### src/rtl/lcd8080_bus_receiver.sv
// Panel-side receiver for the 8-bit 8080-style LCD write bus.
// It decodes commands, tracks the CASET/PASET window and emits one pulse for each completed RAMWR pixel.
module lcd8080_bus_receiver #(
  parameter int WIDTH   = 240,
  parameter int HEIGHT  = 320,
  parameter int BPP     = 2,
  parameter int COORD_W = 9
) (
  input  logic                 clk_i,
  input  logic                 rst_ni,
  input  logic [7:0]           data_i,
  input  logic                 csx_i,
  input  logic                 resx_i,
  input  logic                 dcx_i,
  input  logic                 wrx_i,
  input  logic                 rdx_i,
  output logic                 cmd_valid_o,
  output logic [7:0]           cmd_code_o,
  output logic                 pix_valid_o,
  output logic [COORD_W-1:0]   pix_x_o,
  output logic [COORD_W-1:0]   pix_y_o,
  output logic [8*BPP-1:0]     pix_data_o,
  output logic                 protocol_err_o
);

  localparam int PW = 8 * BPP;

  typedef enum logic [2:0] {S_IDLE, S_CASET, S_PASET, S_RAMWR, S_IGNORE} state_e;

  typedef struct packed {
    logic       wr;
    logic       cs_rise;
    logic       err;
    logic       dc;
    logic [7:0] data;
  } bus_ev_t;

  // Two-flop synchronisers. Strobes reset to their idle-high level so that releasing reset creates no false edge.
  logic [1:0] csx_sq, dcx_sq, wrx_sq, rdx_sq, resx_sq;
  logic [7:0] data_s0_q, data_s1_q;

  // NOTE: sequential state uses non-blocking (<=) so every flop samples pre-edge values.
  always_ff @(posedge clk_i or negedge rst_ni) begin
    if (!rst_ni) begin
      csx_sq    <= 2'b11;
      wrx_sq    <= 2'b11;
      rdx_sq    <= 2'b11;
      dcx_sq    <= 2'b00;
      resx_sq   <= 2'b00;
      data_s0_q <= '0;
      data_s1_q <= '0;
    end else begin
      csx_sq    <= {csx_sq[0], csx_i};
      wrx_sq    <= {wrx_sq[0], wrx_i};
      rdx_sq    <= {rdx_sq[0], rdx_i};
      dcx_sq    <= {dcx_sq[0], dcx_i};
      resx_sq   <= {resx_sq[0], resx_i};
      data_s0_q <= data_i;
      data_s1_q <= data_s0_q;
    end
  end

  logic csx_s, wrx_s, rdx_s, dcx_s, soft_rst;
  assign csx_s    = csx_sq[1];
  assign wrx_s    = wrx_sq[1];
  assign rdx_s    = rdx_sq[1];
  assign dcx_s    = dcx_sq[1];
  assign soft_rst = ~resx_sq[1];

  logic    wrx_prev_q, csx_prev_q, viol_prev_q, bad_q;
  logic    viol, wr_rise;
  bus_ev_t ev_in, ev1_q, ev2_q;

  assign viol    = ~csx_s & ~wrx_s & ~rdx_s;
  assign wr_rise = ~csx_s & wrx_s & ~wrx_prev_q;

  always_comb begin
    ev_in.wr      = wr_rise & ~bad_q;
    ev_in.cs_rise = csx_s & ~csx_prev_q;
    ev_in.err     = viol & ~viol_prev_q;
    ev_in.dc      = dcx_s;
    ev_in.data    = data_s1_q;
  end

  // Edge history keeps running while resx is low, so a write already in progress is not seen as new when resx releases.
  // The two-stage event delay aligns every pulse to four edges after the pin sample.
  always_ff @(posedge clk_i or negedge rst_ni) begin
    if (!rst_ni) begin
      wrx_prev_q  <= 1'b1;
      csx_prev_q  <= 1'b1;
      viol_prev_q <= 1'b0;
      bad_q       <= 1'b0;
      ev1_q       <= '0;
      ev2_q       <= '0;
    end else begin
      wrx_prev_q  <= wrx_s;
      csx_prev_q  <= csx_s;
      viol_prev_q <= viol;
      if (soft_rst) begin
        bad_q <= 1'b0;
        ev1_q <= '0;
        ev2_q <= '0;
      end else begin
        if (ev_in.err)                   bad_q <= 1'b1;
        else if (wr_rise || ev_in.cs_rise) bad_q <= 1'b0;
        ev1_q <= ev_in;
        ev2_q <= ev1_q;
      end
    end
  end

  state_e             state_q, state_d;
  logic [COORD_W-1:0] sc_q, sc_d, ec_q, ec_d, sp_q, sp_d, ep_q, ep_d;
  logic [COORD_W-1:0] cx_q, cx_d, cy_q, cy_d;
  logic [1:0]         bcnt_q, bcnt_d, pidx_q, pidx_d;
  logic [23:0]        par_q, par_d;
  logic [PW-1:0]      acc_q, acc_d;
  logic               cmd_valid_q, cmd_valid_d, pix_valid_q, pix_valid_d, err_q, err_d;
  logic [7:0]         cmd_code_q, cmd_code_d;
  logic [COORD_W-1:0] pix_x_q, pix_x_d, pix_y_q, pix_y_d;
  logic [PW-1:0]      pix_data_q, pix_data_d;

  logic [COORD_W-1:0] start_v, end_v;
  logic [PW-1:0]      acc_next;
  logic               win_ok;

  assign start_v  = COORD_W'(par_q[23:8]);
  assign end_v    = COORD_W'({par_q[7:0], ev2_q.data});
  assign acc_next = PW'({acc_q, ev2_q.data});
  assign win_ok   = (start_v <= end_v) &&
                    (int'(end_v) < ((state_q == S_CASET) ? WIDTH : HEIGHT));

  // NOTE: every _d gets a default before any branch; otherwise always_comb infers latches.
  always_comb begin
    state_d     = state_q;
    sc_d        = sc_q;
    ec_d        = ec_q;
    sp_d        = sp_q;
    ep_d        = ep_q;
    cx_d        = cx_q;
    cy_d        = cy_q;
    bcnt_d      = bcnt_q;
    pidx_d      = pidx_q;
    par_d       = par_q;
    acc_d       = acc_q;
    cmd_code_d  = cmd_code_q;
    pix_x_d     = pix_x_q;
    pix_y_d     = pix_y_q;
    pix_data_d  = pix_data_q;
    cmd_valid_d = 1'b0;
    pix_valid_d = 1'b0;
    err_d       = ev2_q.err;

    if (soft_rst) begin
      state_d    = S_IDLE;
      sc_d       = '0;
      ec_d       = COORD_W'(WIDTH - 1);
      sp_d       = '0;
      ep_d       = COORD_W'(HEIGHT - 1);
      cx_d       = '0;
      cy_d       = '0;
      bcnt_d     = '0;
      pidx_d     = '0;
      par_d      = '0;
      acc_d      = '0;
      cmd_code_d = '0;
      pix_x_d    = '0;
      pix_y_d    = '0;
      pix_data_d = '0;
      err_d      = 1'b0;
    end else if (ev2_q.cs_rise) begin
      bcnt_d = '0;
    end else if (ev2_q.wr && !ev2_q.dc) begin
      cmd_valid_d = 1'b1;
      cmd_code_d  = ev2_q.data;
      pidx_d      = '0;
      bcnt_d      = '0;
      case (ev2_q.data)
        8'h2A:   state_d = S_CASET;
        8'h2B:   state_d = S_PASET;
        8'h2C: begin
          state_d = S_RAMWR;
          cx_d    = sc_q;
          cy_d    = sp_q;
        end
        8'h3C:   state_d = S_RAMWR;
        default: state_d = S_IGNORE;
      endcase
    end else if (ev2_q.wr) begin
      case (state_q)
        S_CASET, S_PASET: begin
          par_d  = {par_q[15:0], ev2_q.data};
          pidx_d = pidx_q + 2'd1;
          if (pidx_q == 2'd3) begin
            state_d = S_IGNORE;
            if (!win_ok) begin
              err_d = 1'b1;
            end else if (state_q == S_CASET) begin
              sc_d = start_v;
              ec_d = end_v;
            end else begin
              sp_d = start_v;
              ep_d = end_v;
            end
          end
        end
        S_RAMWR: begin
          acc_d = acc_next;
          if (bcnt_q == 2'(BPP - 1)) begin
            bcnt_d      = '0;
            pix_valid_d = 1'b1;
            pix_x_d     = cx_q;
            pix_y_d     = cy_q;
            pix_data_d  = acc_next;
            if (cx_q < ec_q) begin
              cx_d = cx_q + COORD_W'(1);
            end else begin
              cx_d = sc_q;
              cy_d = (cy_q < ep_q) ? cy_q + COORD_W'(1) : sp_q;
            end
          end else begin
            bcnt_d = bcnt_q + 2'd1;
          end
        end
        default: ;
      endcase
    end
  end

  always_ff @(posedge clk_i or negedge rst_ni) begin
    if (!rst_ni) begin
      state_q     <= S_IDLE;
      sc_q        <= '0;
      ec_q        <= COORD_W'(WIDTH - 1);
      sp_q        <= '0;
      ep_q        <= COORD_W'(HEIGHT - 1);
      cx_q        <= '0;
      cy_q        <= '0;
      bcnt_q      <= '0;
      pidx_q      <= '0;
      par_q       <= '0;
      acc_q       <= '0;
      cmd_valid_q <= 1'b0;
      cmd_code_q  <= '0;
      pix_valid_q <= 1'b0;
      pix_x_q     <= '0;
      pix_y_q     <= '0;
      pix_data_q  <= '0;
      err_q       <= 1'b0;
    end else begin
      state_q     <= state_d;
      sc_q        <= sc_d;
      ec_q        <= ec_d;
      sp_q        <= sp_d;
      ep_q        <= ep_d;
      cx_q        <= cx_d;
      cy_q        <= cy_d;
      bcnt_q      <= bcnt_d;
      pidx_q      <= pidx_d;
      par_q       <= par_d;
      acc_q       <= acc_d;
      cmd_valid_q <= cmd_valid_d;
      cmd_code_q  <= cmd_code_d;
      pix_valid_q <= pix_valid_d;
      pix_x_q     <= pix_x_d;
      pix_y_q     <= pix_y_d;
      pix_data_q  <= pix_data_d;
      err_q       <= err_d;
    end
  end

  assign cmd_valid_o    = cmd_valid_q;
  assign cmd_code_o     = cmd_code_q;
  assign pix_valid_o    = pix_valid_q;
  assign pix_x_o        = pix_x_q;
  assign pix_y_o        = pix_y_q;
  assign pix_data_o     = pix_data_q;
  assign protocol_err_o = err_q;

endmodule

### config.mk
export PLATFORM = sky130hd
export DESIGN_NAME = lcd8080_bus_receiver
export DESIGN_NICKNAME = d
export VERILOG_FILES = /design/src/rtl/lcd8080_bus_receiver.sv
export SDC_FILE = /design/constraint.sdc
export NUM_CORES = 1
export LEC_CHECK = 0
export CAP_MARGIN = 10
export CORE_MARGIN = 3
export CORE_UTILIZATION = 53
export DETAILED_ROUTE_END_ITERATION = 12
export GPL_TIMING_DRIVEN = 0
export PLACE_DENSITY = 0.76
export SETUP_SLACK_MARGIN = 0.4
export SYNTH_ARGS = -nofsm -noshare
export SYNTH_HDL_FRONTEND = slang
export SYNTH_SLANG_ARGS = --single-unit
### constraint.sdc
create_clock -name clk_i -period 2.7 [get_ports clk_i]
set_clock_uncertainty 0.15 [all_clocks]
set_input_delay 0.405 -clock clk_i [delete_from_list [all_inputs] [get_ports clk_i]]
set_output_delay 0.405 -clock clk_i [all_outputs]
set_load 0.05 [all_outputs]
==> results of run 1 <==
## what timing repair did
action / in CTS / in global routing
gates cloned: 2 / 0
hold endpoints to repair: 64 / 0
hold buffers: 1 / 0
resized for setup: 25 / 42
buffers inserted: 11 / 9
endpoints found under the setup margin: 90 / 112
pin swaps: 6 / 11
## report_power, final
| group | switching (W) | total [W] | leakage (nW) | internal (W) |
|---|---|---|---|---|
| clock network | 0.00118 | 0.00254 | 0.301 | 0.00136 |
| registers | 0.0000236 | 0.00284 | 2.44 | 0.00282 |
| logic | 0.000192 | 0.000280 | 1.91 | 0.0000882 |
## sequential cells by signal, summed over array words and instances, names as in the netlist, 3 cells and up
register and cells:
par_q 17, pix_data_o 16, ev1_q 12, cx_q 9
cy_q 9, ec_q 9, ep_q 9, pix_x_o 9
pix_y_o 9, sc_q 9, sp_q 9, acc_next 8
acc_q 8, cmd_code_o 8, data_s0_q 8, data_s1_q 8
ev2_q 4, state_q 3
## per-layer routing
metal | vias to the layer above | GRT usage
li1 | 2970 | -
met1 | 3103 | 0.324
met2 | 196 | 0.377
met3 | 39 | 0.0512
met4 | 0 | 0.0944
met5 | - | 0
## kinds of logic after synthesis
group / share of synthesized area
AO/OA/AOI/OAI: 0.113
XOR/XNOR: 0.00106
buffers and inverters: 0.0421
multiplexers: 0.0670
adder cells (fa/ha/maj): 0.0471
AND/OR/NAND/NOR: 0.165
flip-flops: 0.565
## worst max-delay path, delay by kind of cell (launching register included)
kind | cells | cell delay, ps
compound gates | 4 | 520
fa+ha+maj | 1 | 230
buf+inv | 2 | 290
flops | 1 | 390
mux | 1 | 230
simple gates | 2 | 810
## final timing paths
path	startpoint	end	cells past startpoint
setup / recovery	state_q[1]	ec_q[2]	10
hold / removal	resx_sq[0]	resx_sq[1]	0
setup reg to reg	state_q[1]	ec_q[2]	10
hold reg to reg	resx_sq[0]	resx_sq[1]	0
max in group asynchronous	rst_ni	rdx_sq[0]	3
min in group asynchronous	rst_ni	pix_y_o[3]	2
## layout by cell type (no fill, tap or decap), types with 5 or more instances in the layout
master / count
a21oi_1: 62
a21oi_2: 6
and2_1: 24
buf_4: 19
clkbuf_1: 19
clkbuf_16: 17
clkbuf_2: 11
clkdlybuf4s50_1: 58
dfrtp_1: 159
dfstp_2: 22
ha_1: 30
inv_1: 36
inv_6: 5
mux2i_1: 52
nand2_1: 166
nand2b_1: 6
nand3_1: 19
nor2_1: 49
nor3_1: 13
o21a_1: 9
o21ai_0: 33
o22ai_1: 6
## through the flow
step | total power [W] | worst slack (ps) | TNS, ps | hold slack (ps)
after floorplan | 0.00301 | 47.5 | 0 | -40.6
after global placement | 0.00314 | -6490 | -1148310 | 182
after detailed placement | 0.00315 | -147 | -2150 | 185
after CTS | 0.00568 | 51.7 | 0 | 201
after global routing | 0.00586 | -46.8 | -280 | 206
final | 0.00566 | -11.6 | -11.6 | 199
## area by class of cell
type,instances,area (sq um)
Fill cell,1123,4690
Sequential cell,185,4660
Multi-Input combinational cell,549,3380
Timing Repair Buffer,83,872
Clock buffer,18,439
Buffer,43,274
Tap cell,184,230
Clock inverter,14,179
Inverter,37,139
==> reports/results.txt, run 1 <==
Run status -> finished, violations left
Failing checks -> setup timing
Most common cell on crit path -> a21oi_2
Slew HR -> 0.355
Ys Warns -> 0
CTS tree -> built
Minimum clock period -> 2710 ps
Die height -> 131 microns
CTS max path bufs -> 2
Area of the mapped netlist -> 8240 sq um
Fraction of layout cells with a size suffix above 1 -> 0.152
Placed Instances -> 1,058
Final setup viols -> 1
CTS Sinks -> 185
Routed len/inst -> 17.4 microns
Setup crit end kind -> register
Via count -> 6,308
Seq cells post-synth -> 185
GRT Total Usage -> 0.238
Vias in the first global route -> 6,144
Final ANT Viol Nets -> 0
Setup crit start kind -> register
Worst path cell trace -> or3b_4 -> ha_4 -> a211o_1 -> o21ai_2 -> a21oi_2 -> or3b_1 -> a21oi_2 -> buf_6 -> buf_12 -> mux2i_4
Min setup slack post-route -> -11.6 ps
Largest net degree at the start of global routing -> 115
PD cells -> 557 nW/um^2
Initial antenna violation count -> 0
Crit Path Class -> register to register
FMAX -> 0.369 GHz
Top cells by area, synth -> dfrtp_1, nand2_1, dfstp_2
FF-to-FF setup slack -> -10 ps
Leakage power -> 4.64 nW
CP arrival -> 2920 ps
Starting density of the core -> 0.554
Share of the synthesized area in the top cell type -> 0.495
Clock slew at reported path FFs -> 80 ps
Fin nets -> 962
Port bufs -> 59
Detailed route wirelength on metal3 -> 990 microns
Htree depth -> 4
Syn Area/Cell -> 10.1 sq um
Initial DRC count -> 616
Drt first pass iters -> 5
Largest area contributor in the netlist -> dfrtp_1
Die area -> 17,100 sq um
Critical Path RT -> 2900 ps
Number of synthesized flops with an enable pin -> 0
Slew Viols, Final -> 0
Cells after Synth -> 814
Top post-synthesis cells by count -> nand2_1, dfrtp_1, a21oi_1
Global-route wire length before repair -> 31,500 microns
Num CTS Buffers -> 17
Via/cell ratio -> 5.67
Maximum fanout along the worst path -> 8
Highest Signal Layer -> met4
Final Cell Area -> 10,200 sq um
Slew of the pin with the lowest slew margin -> 964 ps
Sequential area share after synthesis -> 0.565
Clk Tree Root Cell -> clkbuf_16
Final non-filler cell total -> 1,113
Clk_lat worst skew -> 430 ps
Worst hold path type -> register to register
CP max stage delay -> 450 ps
Routed wire length -> 19,300 microns
Die W -> 131 microns
Primary FF master, synth -> dfrtp_1
Final Util -> 0.685
# rows -> 44
Met2 WL post-DR -> 9260 microns
Syn nets -> 860
Yosys cell types -> 53
Area growth syn-to-layout -> 23.5%
Max Cap Viol -> 0
I/O pin count -> 60
GRT overflow -> 0
Routability cong. -> 0.887
Most numerous cell in the Yosys netlist -> nand2_1
CP max-delay cell -> or3b_4
RSZ-0062 raised after global routing -> true
DRC viols -> 0
Period utilization -> 1.00
M1 WL -> 8490 microns
Antenna cells -> 0
Asr flop ratio synth -> 1.00
Core Region -> 14,900 sq um
Dpl hpwl -> 12,700 microns
Endpoints failing hold -> 0
Placed inst area -> 9120 sq um
Maximum vdd drop -> 0.496 mV
Power figures use the tool's default switching activity.
==> run 2: changes to the inputs <==
--- a/config.mk
+++ b/config.mk
@@ -11,7 +11,6 @@
 export DETAILED_ROUTE_END_ITERATION = 12
 export GPL_TIMING_DRIVEN = 0
 export PLACE_DENSITY = 0.76
-export SETUP_SLACK_MARGIN = 0.4
 export SYNTH_ARGS = -nofsm -noshare
 export SYNTH_HDL_FRONTEND = slang
 export SYNTH_SLANG_ARGS = --single-unit
==> run 2 against run 1 <==
The flow still finishes with violations (setup timing); die area stayed put; sequential cell count stayed put; combinational power is 2% lower; worst hold slack better by 0.79 ps.
==> reports/results.txt, run 2 (synthesis results as in run 1) <==
GRT overflow -> 0 (unchanged)
Sequential power share -> 0.514 (+0.012)
Crit Path Class -> register to register
Num CTS Buffers -> 17 (unchanged)
Routed wire length -> 19,500 microns (+0.96%)
Critical Path RT -> 2910 ps (about the same)
Max Cap Viol -> 0 (unchanged)
Setup crit start kind -> register
Initial antenna violation count -> 0 (unchanged)
CP arrival -> 2910 ps (about the same)
Final non-filler cell total -> 1,101 (-1.1%)
Placed Instances -> 1,058 (unchanged)
Worst path cell trace -> or3b_4 -> ha_4 -> a211o_1 -> o21ai_2 -> a21oi_2 -> or3b_1 -> a21oi_2 -> buf_6 -> clkbuf_16 -> mux2i_1
Post-route setup TNS -> -5.86 ps (+5.78 ps)
Final ANT Viol Nets -> 0 (unchanged)
Run status -> finished, violations left
Final Cell Area -> 9890 sq um (-2.8%)
Routed len/inst -> 17.7 microns (+2.1%)
Pint -> 0.00414 W (-2.9%)
I/O pin count -> 60 (unchanged)
Most common cell on crit path -> a21oi_2
CTS max path bufs -> 2 (unchanged)
Comb pwr share -> 0.049 (about the same)
Initial DRC count -> 455 (-26%)
CP startpoint -> state_q[2]
Cell family with most CP delay -> simple AND/OR/NAND/NOR gates
Global-route wire length before repair -> 30,500 microns (-3.2%)
Clk pwr share -> 0.437 (-0.011)
R2r startpoint -> state_q[2]
DP Worst Slack -> -231 ps (-83.5 ps)
Antenna cells -> 0 (unchanged)
Via/cell ratio -> 5.69 (+0.37%)
CP max-delay cell -> or3b_4
Largest net degree at the start of global routing -> 124 (+7.8%)
Period utilization -> 1.00 (-0.00214)
Worst R2R End -> ec_q[6]
Slew HR -> 0.370 (+0.0149)
Leakage power -> 4.47 nW (-3.8%)
Fin nets -> 950 (-1.2%)
Core Region -> 14,900 sq um (unchanged)
Clk Tree Root Cell -> clkbuf_16
Largest Register -> par_q
Max reg flops -> 17 (unchanged)
Bufs and invs on worst path -> 2 (unchanged)
Reg2reg path depth -> 10 (unchanged)
Setup crit end kind -> register
Most frequent cells in the layout -> nand2_1, dfrtp_1, a21oi_1, clkdlybuf4s50_1, mux2i_1
Maximum fanout along the worst path -> 5 (-3)
RSZ-0062 raised after global routing -> true
Die W -> 131 microns (unchanged)
CP max stage delay -> 430 ps (-20 ps)
Most common cell after layout, fill and taps aside -> nand2_1
Net switching power -> 0.00140 W (about the same)
DRC viols -> 0 (unchanged)
Final setup viols -> 1 (unchanged)
Die height -> 131 microns (unchanged)
Die area -> 17,100 sq um (unchanged)
CTS Sinks -> 185 (unchanged)
Routability cong. -> 0.850 (-4.1%)
CTS tree -> built
Worst setup endpoint -> ec_q[6]
Endpoints failing hold -> 0 (unchanged)
GRT Total Usage -> 0.233 (-0.00579)
Min setup slack post-route -> -5.86 ps (+5.78 ps)
Slew of the pin with the lowest slew margin -> 941 ps (-22.3 ps)
Dpl hpwl -> 12,800 microns (+0.59%)
Fraction of layout cells with a size suffix above 1 -> 0.121 (-0.0307)
FF-to-FF setup slack -> -6 ps (about the same)
Clk_lat worst skew -> 430 ps (about the same)
PD cells -> 560 nW/um^2 (+0.70%)
Failing checks -> setup timing
Slew Viols, Final -> 0 (unchanged)
Vias in the first global route -> 5,773 (-6.0%)
# rows -> 44 (unchanged)
Maximum vdd drop -> 0.471 mV (-5.0%)
Starting density of the core -> 0.554 (unchanged)
Drt first pass iters -> 5 (unchanged)
Critical Path Stages -> 10 (unchanged)
Port bufs -> 59 (unchanged)
Final Util -> 0.665 (-0.0194)
Net Sw Frac -> 0.252 (+0.00567)
Via count -> 6,263 (-0.71%)
Area growth syn-to-layout -> 20.0%
Placed inst area -> 9090 sq um (-0.29%)
Htree depth -> 4 (unchanged)
FMAX -> 0.370 GHz (+0.21%)
Minimum clock period -> 2710 ps (-5.78 ps)
Worst hold path type -> register to register
Clock slew at reported path FFs -> 70 ps (about the same)
## run 2: cell types whose count changed in the layout (fill, tap and decap cells not counted), sizes merged
cell    change
a211o       +1
clkinv      -2
bufinv      -1
bufbuf      -1
buf        -13
inv         +3
clkbuf      +1
## run 2: worst register-to-register path, delay by kind of cell (launching register included)
kind | cells | cell delay [ps]
buffers and inverters | 2 | 310
AO/OA/AOI/OAI | 4 | 520
flip-flops | 1 | 390
AND/OR/NAND/NOR | 2 | 840
adder cells (fa/ha/maj) | 1 | 220
multiplexers | 1 | 210
## run 2: metrics by stage
stage               total power (W)  hold slack, ps
floorplan                   0.00301           -40.6
global placement            0.00314             182
detailed placement          0.00315             185
CTS                         0.00555             203
global route                0.00573             211
finish                      0.00554             200
## run 2: how the worst min path moves through the flow
stage,start,end,cells past startpoint
finish,dcx_sq[0],dcx_sq[1],0
global route,dcx_sq[0],dcx_sq[1],0
CTS,data_s0_q[5],data_s1_q[5],0
detailed placement,data_s0_q[5],data_s1_q[5],0
global placement,data_s0_q[5],data_s1_q[5],0
floorplan,rst_ni,acc_next[0],0
## run 2: layout make-up
| class | count | area [sq um] |
|---|---|---|
| Buffer | 39 | 194 |
| Clock buffer | 18 | 429 |
| Clock inverter | 14 | 146 |
| Fill cell | 1146 | 4980 |
| Inverter | 37 | 139 |
| Multi-Input combinational cell | 550 | 3330 |
| Sequential cell | 185 | 4660 |
| Tap cell | 184 | 230 |
| Timing Repair Buffer | 74 | 759 |
## run 2: per-layer routing
layer  global-route usage  vias to the layer above  wire length [microns]
li1                     -                     2936                      -
met1                0.335                     3087                   8660
met2                0.362                      208                   9420
met3               0.0455                       32                   1120
met4               0.0690                        0                    323
met5                    0                        -                      0
## run 2: power groups by stage
stage                     registers (W)  logic, W  clock network, W
after floorplan                 0.00289  0.000119                 0
after global placement          0.00290  0.000243                 0
after detailed placement        0.00290  0.000251                 0
after CTS                       0.00285  0.000254           0.00245
after global routing            0.00285  0.000304           0.00257
final                           0.00285  0.000273           0.00242
## run 2: timing repair
action	in CTS	in global routing
pin swaps	2	9
hold buffers	1	0
setup buffers	8	4
endpoints found under the hold margin	54	0
endpoints found under the setup margin	38	84
resized for setup	5	22
cloned	0	2
==> run 3: changes to the inputs <==
--- a/config.mk
+++ b/config.mk
@@ -6,6 +6,7 @@
 export NUM_CORES = 1
 export LEC_CHECK = 0
 export CAP_MARGIN = 10
+export CORE_ASPECT_RATIO = 0.9
 export CORE_MARGIN = 3
 export CORE_UTILIZATION = 53
 export DETAILED_ROUTE_END_ITERATION = 12
==> run 3 against run 2 <==
The flow still finishes with violations (setup timing); combinational power down 7%; clock power grew 9.9%; worst setup slack worse by 72 ps; power is 4.0% higher; routed wire length rose by 1.4%; critical path depth rose by 1; largest cell class unchanged; largest power group unchanged.
==> reports/results.txt, run 3 (synthesis results as in run 1) <==
Fin nets -> 950 (unchanged)
Die area -> 17,100 sq um (about the same)
Area growth syn-to-layout -> 21.0%
Routability cong. -> 0.874 (+2.7%)
Endpoints failing hold -> 0 (unchanged)
CP max-delay cell -> or3b_4
Num CTS Buffers -> 17 (unchanged)
Setup crit start kind -> register
Clk_lat worst skew -> 440 ps (about the same)
Min setup slack post-route -> -78.1 ps (-72.2 ps)
Most common cell after layout, fill and taps aside -> nand2_1
GRT Total Usage -> 0.242 (+0.00940)
Failing checks -> setup timing
Crit Path Class -> register to register
Minimum clock period -> 2780 ps (+72.2 ps)
FMAX -> 0.360 GHz (-2.6%)
Critical Path Stages -> 11 (+1)
Dpl hpwl -> 13,200 microns (+2.9%)
Slew of the pin with the lowest slew margin -> 1040 ps (+97.2 ps)
Most frequent cells in the layout -> nand2_1, dfrtp_1, a21oi_1, clkdlybuf4s50_1, mux2i_1
Hold slack final -> 199 ps (-1.33 ps)
Worst R2R End -> sc_q[3]
Worst setup endpoint -> sc_q[3]
Fraction of layout cells with a size suffix above 1 -> 0.116 (-0.00545)
Bufs and invs on worst path -> 4 (+2)
Die height -> 124 microns (-4.9%)
Starting density of the core -> 0.550 (-0.00417)
GRT overflow -> 0 (unchanged)
Setup crit end kind -> register
Via/cell ratio -> 5.56 (-2.3%)
PD cells -> 578 nW/um^2 (+3.1%)
Cell family with most CP delay -> simple AND/OR/NAND/NOR gates
Drt first pass iters -> 5 (unchanged)
I/O pin count -> 60 (unchanged)
R2r startpoint -> state_q[2]
Leakage power -> 4.50 nW (+0.70%)
CTS max path bufs -> 2 (unchanged)
Slew Viols, Final -> 0 (unchanged)
DRC viols -> 0 (unchanged)
Final ANT Viol Nets -> 0 (unchanged)
Slew HR -> 0.305 (-0.0651)
Worst path cell trace -> or3b_4 -> buf_6 -> inv_1 -> ha_4 -> o21ai_2 -> a21oi_2 -> or3b_1 -> a21oi_2 -> buf_6 -> buf_12 -> mux2i_2
Largest Register -> par_q
Fillers -> 1,150 (+0.35%)
CTS Sinks -> 185 (unchanged)
Routed len/inst -> 17.7 microns (+0.12%)
CTS tree -> built
Placed Instances -> 1,072 (+1.3%)
Reg2reg path depth -> 11 (+1)
Initial DRC count -> 536 (+18%)
CP max stage delay -> 450 ps (+20 ps)
# rows -> 42 (-4.5%)
CP startpoint -> state_q[2]
Final non-filler cell total -> 1,115 (+1.3%)
Port bufs -> 59 (unchanged)
RSZ-0062 raised after global routing -> true
Critical Path RT -> 2900 ps (about the same)
Largest net degree at the start of global routing -> 123 (-0.81%)
Worst hold path type -> register to register
Clock slew at reported path FFs -> 80 ps (about the same)
Die W -> 137 microns (+5.2%)
Max reg flops -> 17 (unchanged)
FF-to-FF setup slack -> -80 ps (-70 ps)
Vias in the first global route -> 6,183 (+7.1%)
Via count -> 6,197 (-1.1%)
Core Region -> 15,000 sq um (+0.76%)
Maximum vdd drop -> 0.644 mV (+37%)
CP arrival -> 2970 ps (+60 ps)
Routed wire length -> 19,800 microns (+1.4%)
Clk Tree Root Cell -> clkbuf_16
Htree depth -> 4 (unchanged)
Period utilization -> 1.03 (+0.0267)
Antenna cells -> 0 (unchanged)
Final setup viols -> 15 (+14)
Run status -> finished, violations left
Global-route wire length before repair -> 32,300 microns (+6.1%)
Initial antenna violation count -> 0 (unchanged)
Max Cap Viol -> 0 (unchanged)
Maximum fanout along the worst path -> 6 (+1)
run 3: how the worst min path moves through the flow:
stage	start	endpoint	slack, ps	cells past startpoint
after floorplan	rst_ni	acc_next[0]	-40	0
after global placement	data_s0_q[6]	data_s1_q[6]	180	0
after detailed placement	data_s0_q[7]	data_s1_q[7]	190	0
after CTS	data_s0_q[0]	data_s1_q[0]	200	0
after global routing	data_s0_q[0]	data_s1_q[0]	210	0
final	data_s0_q[0]	data_s1_q[0]	200	0
run 3: metal layers:
metal | up-vias | GRT usage | part of all wire
li1 | 2927 | - | -
met1 | 3048 | 0.354 | 0.46
met2 | 195 | 0.367 | 0.47
met3 | 27 | 0.0509 | 0.053
met4 | 0 | 0.0692 | 0.012
met5 | - | 0 | 0
run 3: area by class of cell:
type	count	area, sq um	area share
plain buffers	41	209	0.0210
clock buffers	18	439	0.0441
clock inverters	14	218	0.0218
inverters	37	139	0.0139
multi-input cells	549	3300	0.331
flip-flops and latches	185	4660	0.467
well taps	198	248	0.0249
repair buffers	73	758	0.0761
run 3: stage by stage:
| stage | power [W] | utilization | worst slack, ps | area [sq um] | TNS, ps |
|---|---|---|---|---|---|
| finish | 0.00576 | 0.666 | -78.1 | 9970 | -493 |
| global route | 0.00595 | 0.666 | -130 | 9970 | -1910 |
| CTS | 0.00579 | 0.662 | -37.9 | 9910 | -153 |
| detailed placement | 0.00315 | 0.608 | -254 | 9110 | -5300 |
| global placement | 0.00314 | 0.606 | -6500 | 9080 | -1151590 |
| floorplan | 0.00301 | - | 30.6 | 8240 | 0 |
run 3: report_power, final:
group          leakage, nW  internal [W]  switching, W
sequential            2.44       0.00282     0.0000294
clock                0.312       0.00139       0.00127
combinational         1.74     0.0000768      0.000177
total                 4.50       0.00429       0.00147
run 3: repair_timing:
action | 4_1_cts | 5_1_grt
gates resized for setup | 10 | 15
setup endpoints to repair | 43 | 76
setup buffers | 11 | 0
hold buffers | 1 | 0
pin swaps | 5 | 3
hold endpoints to repair | 54 | 0
cloned | 1 | 0
